===== src/rtl/multicycle_control_fsm.sv =====
// Sequencing controller for the multi-cycle MIPS datapath.
// A registered state machine walks each instruction through FETCH, DECODE,
// execute and writeback, and decodes the datapath mux selects and write
// enables from the current state. Memory states use a req/ready handshake
// with a bounded wait. Reaching the bound aborts the instruction and
// refetches from the unchanged PC.
//
// Ports:
//   clk, rst        clock, synchronous active-high reset
//   en              run enable (sampled in IDLE and at instruction completion)
//   opcode          IR[31:26]
//   zero            ALU zero flag (gated in the datapath, not used here)
//   mem_ready       memory completes the current access this cycle
//   mem_req, MemRead, MemWrite, IorD                  memory interface
//   IRWrite, PCWrite, PCWriteCond, PCSrc              IR / PC control
//   ALUSrcA, ALUSrcB, ALUOp, imm_op, zero_ext         ALU control
//   RegDst, MemtoReg, RegWrite                        register-file control
//   state           current state code
//   instr_done, illegal_op, bus_err                   one-cycle event pulses
//   instr_count     retired-instruction counter (wraps)
module multicycle_control_fsm #(
  parameter int unsigned MEM_TIMEOUT = 16,
  parameter int unsigned CNT_W       = 32
) (
  input  logic             clk,
  input  logic             rst,
  input  logic             en,
  input  logic [5:0]       opcode,
  input  logic             zero,
  input  logic             mem_ready,
  output logic             mem_req,
  output logic             MemRead,
  output logic             MemWrite,
  output logic             IorD,
  output logic             IRWrite,
  output logic             PCWrite,
  output logic             PCWriteCond,
  output logic [1:0]       PCSrc,
  output logic             ALUSrcA,
  output logic [1:0]       ALUSrcB,
  output logic [1:0]       ALUOp,
  output logic [1:0]       imm_op,
  output logic             zero_ext,
  output logic             RegDst,
  output logic             MemtoReg,
  output logic             RegWrite,
  output logic [3:0]       state,
  output logic             instr_done,
  output logic             illegal_op,
  output logic             bus_err,
  output logic [CNT_W-1:0] instr_count
);

  localparam int unsigned WaitW = (MEM_TIMEOUT > 2) ? $clog2(MEM_TIMEOUT) : 1;
  localparam logic [WaitW-1:0] TimeoutVal = WaitW'(MEM_TIMEOUT - 1);

  localparam logic [5:0] OpRtype = 6'b000000;
  localparam logic [5:0] OpJ     = 6'b000010;
  localparam logic [5:0] OpBeq   = 6'b000100;
  localparam logic [5:0] OpAddi  = 6'b001000;
  localparam logic [5:0] OpAddiu = 6'b001001;
  localparam logic [5:0] OpAndi  = 6'b001100;
  localparam logic [5:0] OpOri   = 6'b001101;
  localparam logic [5:0] OpLui   = 6'b001111;
  localparam logic [5:0] OpLw    = 6'b100011;
  localparam logic [5:0] OpSw    = 6'b101011;

  typedef enum logic [3:0] {
    StIdle   = 4'd0,
    StFetch  = 4'd1,
    StDecode = 4'd2,
    StMemAdr = 4'd3,
    StMemRd  = 4'd4,
    StMemWb  = 4'd5,
    StMemWr  = 4'd6,
    StRtEx   = 4'd7,
    StAluWb  = 4'd8,
    StBranch = 4'd9,
    StImmEx  = 4'd10,
    StImmWb  = 4'd11,
    StJump   = 4'd12
  } state_e;

  state_e             state_q, state_d;
  logic [WaitW-1:0]   wait_q, wait_d;
  logic [CNT_W-1:0]   count_q, count_d;
  logic               timeout;
  logic               done;

  // The branch decision is taken in the datapath (PCWriteCond & zero).
  logic unused_zero;
  assign unused_zero = zero;

  // Only meaningful in the memory states; ready on the last allowed cycle wins.
  assign timeout = (wait_q == TimeoutVal) && !mem_ready;

  always_comb begin
    state_d     = state_q;
    mem_req     = 1'b0;
    MemRead     = 1'b0;
    MemWrite    = 1'b0;
    IorD        = 1'b0;
    IRWrite     = 1'b0;
    PCWrite     = 1'b0;
    PCWriteCond = 1'b0;
    PCSrc       = 2'b00;
    ALUSrcA     = 1'b0;
    ALUSrcB     = 2'b00;
    ALUOp       = 2'b00;
    imm_op      = 2'b00;
    zero_ext    = 1'b0;
    RegDst      = 1'b0;
    MemtoReg    = 1'b0;
    RegWrite    = 1'b0;
    illegal_op  = 1'b0;
    bus_err     = 1'b0;
    done        = 1'b0;

    case (state_q)
      StIdle: begin
        if (en) state_d = StFetch;
      end
      StFetch: begin
        mem_req = 1'b1;
        MemRead = 1'b1;
        ALUSrcB = 2'b01;
        if (mem_ready) begin
          // PC+4 and IR load only once the instruction word is actually there
          IRWrite = 1'b1;
          PCWrite = 1'b1;
          state_d = StDecode;
        end else if (timeout) begin
          bus_err = 1'b1;
          state_d = StFetch;
        end
      end
      StDecode: begin
        // Speculative branch target: PC + (imm << 2)
        ALUSrcB = 2'b11;
        case (opcode)
          OpLw, OpSw:                             state_d = StMemAdr;
          OpRtype:                                state_d = StRtEx;
          OpBeq:                                  state_d = StBranch;
          OpAddi, OpAddiu, OpAndi, OpOri, OpLui:  state_d = StImmEx;
          OpJ:                                    state_d = StJump;
          default: begin
            illegal_op = 1'b1;
            state_d    = StFetch;
          end
        endcase
      end
      StMemAdr: begin
        ALUSrcA = 1'b1;
        ALUSrcB = 2'b10;
        state_d = (opcode == OpLw) ? StMemRd : StMemWr;
      end
      StMemRd: begin
        mem_req = 1'b1;
        MemRead = 1'b1;
        IorD    = 1'b1;
        if (mem_ready) begin
          state_d = StMemWb;
        end else if (timeout) begin
          bus_err = 1'b1;
          state_d = StFetch;
        end
      end
      StMemWb: begin
        RegWrite = 1'b1;
        MemtoReg = 1'b1;
        done     = 1'b1;
      end
      StMemWr: begin
        mem_req  = 1'b1;
        IorD     = 1'b1;
        // Drop the write strobe on the aborting cycle
        MemWrite = !timeout;
        if (mem_ready) begin
          done = 1'b1;
        end else if (timeout) begin
          bus_err = 1'b1;
          state_d = StFetch;
        end
      end
      StRtEx: begin
        ALUSrcA = 1'b1;
        ALUOp   = 2'b10;
        state_d = StAluWb;
      end
      StAluWb: begin
        RegWrite = 1'b1;
        RegDst   = 1'b1;
        done     = 1'b1;
      end
      StBranch: begin
        ALUSrcA     = 1'b1;
        ALUOp       = 2'b01;
        PCWriteCond = 1'b1;
        PCSrc       = 2'b01;
        done        = 1'b1;
      end
      StImmEx: begin
        ALUSrcA = 1'b1;
        ALUSrcB = 2'b10;
        ALUOp   = 2'b11;
        case (opcode)
          OpAndi: begin
            imm_op   = 2'b01;
            zero_ext = 1'b1;
          end
          OpOri: begin
            imm_op   = 2'b10;
            zero_ext = 1'b1;
          end
          OpLui:   imm_op = 2'b11;
          default: imm_op = 2'b00;
        endcase
        state_d = StImmWb;
      end
      StImmWb: begin
        RegWrite = 1'b1;
        done     = 1'b1;
      end
      StJump: begin
        PCWrite = 1'b1;
        PCSrc   = 2'b10;
        done    = 1'b1;
      end
      default: state_d = StIdle;
    endcase

    if (done) state_d = en ? StFetch : StIdle;
  end

  // Wait counter restarts on every state entry, including the refetch after
  // an abort, and only counts cycles with an outstanding request.
  always_comb begin
    wait_d = wait_q;
    if ((state_d != state_q) || bus_err) begin
      wait_d = '0;
    end else if (mem_req && !mem_ready) begin
      wait_d = wait_q + WaitW'(1);
    end
  end

  assign count_d = done ? count_q + CNT_W'(1) : count_q;

  always_ff @(posedge clk) begin
    if (rst) begin
      state_q <= StIdle;
      wait_q  <= '0;
      count_q <= '0;
    end else begin
      state_q <= state_d;
      wait_q  <= wait_d;
      count_q <= count_d;
    end
  end

  assign state       = state_q;
  assign instr_done  = done;
  assign instr_count = count_q;

endmodule


===== config.mk =====
export PLATFORM = sky130hd
export DESIGN_NAME = multicycle_control_fsm
export DESIGN_NICKNAME = d
export VERILOG_FILES = /design/src/rtl/multicycle_control_fsm.sv
export SDC_FILE = /design/constraint.sdc
export NUM_CORES = 1
export LEC_CHECK = 0
export CORE_MARGIN = 2
export CORE_UTILIZATION = 47
export CTS_CLUSTER_DIAMETER = 50
export CTS_CLUSTER_SIZE = 28
export DETAILED_ROUTE_END_ITERATION = 8
export GPL_TIMING_DRIVEN = 0
export PLACE_DENSITY_LB_ADDON = 0.1
export SETUP_SLACK_MARGIN = 0.4
export SLEW_MARGIN = 20
export SYNTH_ARGS = -nofsm -noshare
export SYNTH_HDL_FRONTEND = slang
export SYNTH_SLANG_ARGS = --single-unit

===== constraint.sdc =====
create_clock -name clk -period 3.13 [get_ports clk]
set_clock_uncertainty 0.05 [all_clocks]
set_input_delay 0.626 -clock clk [delete_from_list [all_inputs] [get_ports clk]]
set_output_delay 0.626 -clock clk [all_outputs]
set_load 0.02 [all_outputs]

# Yosys cells after proc, flatten, opt, wreduce, memory -nomap -nowiden
# Index checks and enable logic that the tools add are counted.
# W data, S select, Z words.
# op_classes
add_sub_neg,2
eq_ne,23
mux,35
n_reduce_logical,19
# ops
cell,n
$pmux W4 S9,1
$add A32 B1 Y32 const B,1
$eq A6 B4 Y1 const B,5
$eq A4 B4 Y1 const B,6
$mux W4,6
$pmux W4 S5,1
$mux W1,19
$pmux W2 S3,3
$eq A4 B3 Y1 const B,4
$eq A6 B6 Y1 const B,2
$reduce_or A2 Y1,6
$reduce_or A10 Y1,1
$reduce_or A5 Y1,2
$eq A4 B2 Y1 const B,2
$eq A6 B2 Y1 const B,1
$eq A6 B3 Y1 const B,1
$logic_not A6 Y1,1
$reduce_or A3 Y1,2
$add A4 B1 Y4 const B,1
$eq A4 B1 Y1 const B,1
$logic_not A4 Y1,1
$mux W2,2
$ne A4 B4 Y1,1
$pmux W1 S2,2
5 further kinds,7
# word_totals
regBits,40
input_bits,11
output_inout_bits,59

# Depth between registers and ports, before layout
# Gate-level depths: netlist (run 1).
# logic_depth
depth_word,9
mapped_depth,9

# Worst setup path before layout (run 1)
# OpenSTA, ideal clock, no wires.
# synth_timing
path_kind,input -> output
start,input port opcode[1]
end,output port illegal_op
arrival_ns,1.997
t_required_ns,2.454
slack_ns,0.457
path_stages,5
n_path_buf,1
path_cell_list,clkbuf_1 a21bo_2 a32o_1 a21boi_0 nor2b_1
# synth_via
elab_chain_len,4
# synth_rtl
element,line_no,text
start: declaration,28,"input logic [5:0] opcode,"
$eq A6 B6 Y1 (tied with other cells),140,case (opcode)
$reduce_or A10 Y1 (no line) (*),-,
$mux W1 (*),140,
$mux W1 (*),119,case (state_q)
end: declaration,49,"output logic illegal_op,"
# Every way passes the cells marked *; elsewhere a longest branch is shown, timed or not.

# Final worst setup path (run 1)
# layout_timing
start,"register state_q[2], in the netlist state[2]"
end,output port ALUSrcB[1]
# layout_via
elab_chain_len,3
# layout_rtl
element,line_no,text
start: declaration,84,"state_e state_q, state_d;"
start signal: assignment,250,state_q <= StIdle;
start signal: assignment,254,state_q <= state_d;
$eq A4 B4 Y1 / $eq A4 B2 Y1 (equally long branches),119,
$reduce_or A2 Y1 (no line),-,
$pmux W2 S3 (*),119,
end: declaration,40,"output logic [1:0] ALUSrcB,"
# Marked as above.

==> impl_metrics.ini, run 1 <==
[setup_path]
r2r_cells = 8
crit_chain = clkbuf_4 -> clkbuf_4 -> nand2b_1 -> a21oi_1 -> clkdlybuf4s50_1
crit_path_top_delay_cell = clkdlybuf4s50_1
critical_path_class = flop to primary output
slowest_delay_ns = 0.61
start_kind = flop
arrival_ns = 1.94
cp.required_ns = 2.45
cpMostUsedCell = clkbuf_4
worst-path-max-fanout = 10
worst_setup_path_end_kind = primary output

[run]
maxCapViolCount = 0

[logic_synthesis]
synth.area.top_cells = dfxtp_1, xnor2_1, nor2_1
ys_ff_latch = 40
synthesis.area_um2 = 2540
synth_cells = 330
ys_seq_area_share_pct = 31.5
yosysUniqueCellTypes = 57
ys_top_cells_by_count = nor2_1, dfxtp_1, xnor2_1, a21oi_1, inv_1
ys.flop_type = dfxtp_1
synth_most_common_cell = nor2_1
synth.largest_area_cell = dfxtp_1
synthArstFlopShare_pct = 0
yosys_warnings = 0
synth_top_cell_area_share_pct = 31.5
syn_avg_cell_area_um2 = 7.71
synth_edf_count = 0
synth.net_count = 343

[layout]
fin_util_pct = 66.9
fill_cells = 462
diodes = 0
nets = 414
multi_input_area_um2 = 1610
regArea_um2 = 807
area_growth_pct = 35.9
drive_above_1_share_pct = 13.9

[global_route]
grt-ovfl-total = 0
grt_pass1_wl_um = 10600
globalRouteTotalUtil_pct = 21.6
grt_max_degree = 12
grt_pass1_vias = 2304
antenna_found_initial = 0

[die]
ioPinCount = 70
start_util_pct = 49.2
coreArea_um2 = 5170
die_x_um = 77.6
die_h_um = 77.6
rows = 26
dieArea_um2 = 6020

[routing]
antenna_left = 0
met1_length_um = 3010
finalWirelength_um = 6510
wl_met3_um = 438
drc_errors = 0
highest_layer = met4
vias_per_cell = 5.54
dr.first_iter.drc_count = 139
drt_first_pass_iters = 4
met2_length_um = 3000
wl_per_cell_um = 13.8
vias = 2615

[sta]
rsz0062_at_grt = false
slew_headroom_pct = 59.5
worstMarginPinSlew_ns = 0.599
whs_ns = 0.481
setup_viol = 0
period_minus_slack_ns = 2.62
drv_slew = 0
post-route-period-util_pct = 83.6
fmax_mhz = 382
hold_viol = 0

[clocking]
clk_pin_slew_ns = 0.08
cts-root-buf = clkbuf_8
cts_hold_buf = 0
cts.sinks = 40
cts_max_level = 2
cts_buffers = 5
worstSkewPairLatency_ns = 0.29
cts_tree = yes
clk_path_buf_depth = 2

[power_and_ir_drop]
internal_power_mw = 0.800
p_comb_share_pct = 22.5
power.total_mw = 1.13
p_sw_mw = 0.327
clkPwrFrac_pct = 31.2
leakage_nw = 1.22
swShare_pct = 29.0
vdd_drop_max_mv = 0.300
power_density_nw_per_um2 = 326
pwr-share-seq_pct = 46.3

[min_path]
hp-class = flop to flop
hold_path_depth = 2

[place]
dp_hpwl_um = 4720
port-buffer-count = 63
gp_congestion = 0.917

[run_status]
outcome = finished, final reports clean
kinds of logic after synthesis:
family	synth area share (%)
adder cells (fa/ha/maj)	0.983
AND/OR/NAND/NOR	33.0
buffers and inverters	7.37
flip-flops	31.5
multiplexers	1.18
AO/OA/AOI/OAI	16.4
XOR/XNOR	9.64
registers in the layout (all words and copies together), names as in the netlist:
name	count
instr_count	32
state	4
wait_q	4
per-stage QoR:
stage          setup WS [ns]  cell area [um^2]  setup TNS (ns)  std cells
2_1_floorplan          0.457              2540               0        330
3_3_place_gp          -0.455              3260           -4.89        463
3_5_place_dp          -0.482              3260           -5.55        463
4_1_cts                0.129              3410               0        472
5_1_grt                0.406              3460               0        472
6_report               0.514              3460               0        472
power by group through the flow:
stage | clock network (mW) | registers [mW] | logic [mW]
after CTS | 0.362 | 0.521 | 0.241
after global routing | 0.388 | 0.523 | 0.273
after global placement | 0 | 0.532 | 0.236
after floorplan | 0 | 0.537 | 0.152
final | 0.351 | 0.522 | 0.254
after detailed placement | 0 | 0.533 | 0.237
placed cells by master (no fill, tap or decap), drive strengths merged, types with 5 or more instances in the layout:
cell	synthesis	routed
a21oi	21	21
buf	8	12
clkbuf	17	24
clkdlybuf4s50	0	47
dfxtp	40	40
dlygate4sd2	0	6
inv	19	19
nand2	16	16
nand2b	10	10
nand4	6	6
nor2	47	47
nor3	21	21
nor4	5	5
o21ai	16	16
or3	12	12
xnor2	23	23
xor2	5	5
metal layers:
metal	global-route usage [%]	vias up
met4	7.32	0
met2	33.3	85
met3	4.88	5
met1	29.6	1237
met5	0	-
li1	-	1288
layout make-up:
type	instances	share of cell area [%]
buffer	25	4.77
multi-input combinational	246	46.4
sequential	40	23.3
tap	70	2.53
timing repair buffer	64	18.3
inverter	19	2.06
clock buffer	8	2.60
worst max-delay path, delay by kind of cell (launching register included):
kind	cells	cell delay, ns
buffers and inverters	3	1.01
AND/OR/NAND/NOR	1	0.17
AO/OA/AOI/OAI	1	0.12
flip-flops	1	0.35
what timing repair did:
item                       4_1_cts  5_1_grt
buffers inserted                 1        0
pin swaps                        1        1
setup endpoints to repair       49       28
gates resized for setup         41       32
final timing paths:
kind                   start               to  slack (ns)
max                 state[2]       ALUSrcB[1]        0.51
min          instr_count[12]  instr_count[12]        0.48
max reg2reg   instr_count[4]  instr_count[27]        0.72
min reg2reg  instr_count[12]  instr_count[12]        0.48
No activity file was read; power rests on OpenSTA's default activity.
==> run 2: changes to the inputs <==
==> constraint.sdc (replaced) <==
create_clock -name clk -period 2.75 [get_ports clk]
set_clock_uncertainty 0.05 [all_clocks]
set_input_delay 0.55 -clock clk [delete_from_list [all_inputs] [get_ports clk]]
set_output_delay 0.55 -clock clk [all_outputs]
set_load 0.02 [all_outputs]
==> impl_metrics.ini, run 2 (synthesis gave the netlist of run 1 again) <==
[clocking]
cts-root-buf = clkbuf_8
cts_max_level = 2
cts_buffers = 5
clk_pin_slew_ns = 0.08
worstSkewPairLatency_ns = 0.30
clk_path_buf_depth = 2
cts.sinks = 40
cts_tree = yes

[sta]
fmax_mhz = 426
slew_headroom_pct = 60.9
period_minus_slack_ns = 2.35
hold_viol = 0
worstMarginPinSlew_ns = 0.586
post-route-period-util_pct = 85.4
setup_viol = 0
rsz0062_at_grt = true
drv_slew = 0

[layout]
diodes = 0
largest_reg_flops = 32
layout_commonest_cell = nor2_1
drive_above_1_share_pct = 23.7
finalInstanceArea_um2 = 3690
final_cell_mix = nor2_1, clkdlybuf4s50_1, dfxtp_1
nets = 430
fin_util_pct = 71.3
area_growth_pct = 44.9

[die]
rows = 26
ioPinCount = 70
die_h_um = 77.6
dieArea_um2 = 6020
die_x_um = 77.6
start_util_pct = 49.2
coreArea_um2 = 5170

[routing]
vias = 2697
vias_per_cell = 5.54
dr.first_iter.drc_count = 175
wl_per_cell_um = 14.8
drc_errors = 0
finalWirelength_um = 7180
drt_first_pass_iters = 5
antenna_left = 0

[place]
port-buffer-count = 63
placed_area_um2 = 3270
dp_hpwl_um = 4810
gp_congestion = 0.942

[setup_path]
regToRegSetupSlack_ns = 0.43
slowest_delay_ns = 0.34
crit_path_top_delay_cell = dfxtp_2
start_kind = flop
crit_chain = buf_6 -> buf_8 -> nand2b_2 -> or2_4 -> a211oi_2 -> buf_4
worst-path-max-fanout = 10
worst_setup_path_end_kind = primary output
critical_path_class = flop to primary output
cp.required_ns = 2.15
arrival_ns = 1.75

[global_route]
grt_max_degree = 12
grt-ovfl-total = 0
grt_pass1_vias = 2458
antenna_found_initial = 0
globalRouteTotalUtil_pct = 23.2
grt_pass1_wl_um = 11400

[power_and_ir_drop]
vdd_drop_max_mv = 0.293
leakage_nw = 1.37
power_density_nw_per_um2 = 345

[run]
maxCapViolCount = 0

[run_status]
outcome = finished, final reports clean

[min_path]
hp-class = flop to flop
run 2: through the flow:
stage	std cells	power, mW	setup slack (ns)	hold WS, ns	setup TNS (ns)
2_1_floorplan	330	0.786	0.301	0.464	0
3_3_place_gp	463	0.879	-0.682	0.451	-15.67
3_5_place_dp	463	0.879	-0.686	0.462	-16.20
4_1_cts	478	1.26	0.210	0.474	0
5_1_grt	487	1.33	0.331	0.485	0
6_report	487	1.27	0.402	0.454	0
run 2: path summary, 6_finish.rpt:
kind                            depth (start not counted)       startpoint         endpoint
worst max-delay path                                    6         state[0]          bus_err
worst min-delay path                                    2  instr_count[12]  instr_count[12]
worst min register to register                          2  instr_count[12]  instr_count[12]
worst max register to register                          8  instr_count[10]  instr_count[27]
run 2: where the power goes:
part	leakage, nW	internal (mW)	switching, mW
Clock	0.0410	0.173	0.201
Combinational	1.00	0.132	0.177
Sequential	0.332	0.579	0.00961
Total	1.37	0.884	0.388
run 2: area by class of cell:
class,instances,area (um^2)
Clock inverter,1,5.00
Tap cell,70,87.6
Fill cell,414,1490
Clock buffer,6,72.6
Inverter,19,71.3
Timing Repair Buffer,80,716
Sequential cell,40,838
Multi-Input combinational cell,246,1670
Buffer,25,224
run 2: metal layers:
| metal | track usage (%) | up-vias | wire (um) |
|---|---|---|---|
| met1 | 32.6 | 1269 | 3360 |
| li1 | - | 1314 | - |
| met3 | 4.88 | 11 | 453 |
| met4 | 7.14 | 0 | 96 |
| met5 | 0 | - | 0 |
| met2 | 35.7 | 103 | 3280 |
run 2: worst max-delay path: cells and delay by family (launching register included):
kind | cells | cell delay, ns
buffers and inverters | 3 | 0.46
and+or+nand+nor | 2 | 0.39
DFF | 1 | 0.34
AOI/OAI and AO/OA | 1 | 0.27
run 2: repair_timing:
action,in CTS,in global routing
pin swaps,4,12
hold buffers,0,0
cloned,0,1
setup endpoints to repair,56,33
buffers inserted,8,8
resized for setup,99,51
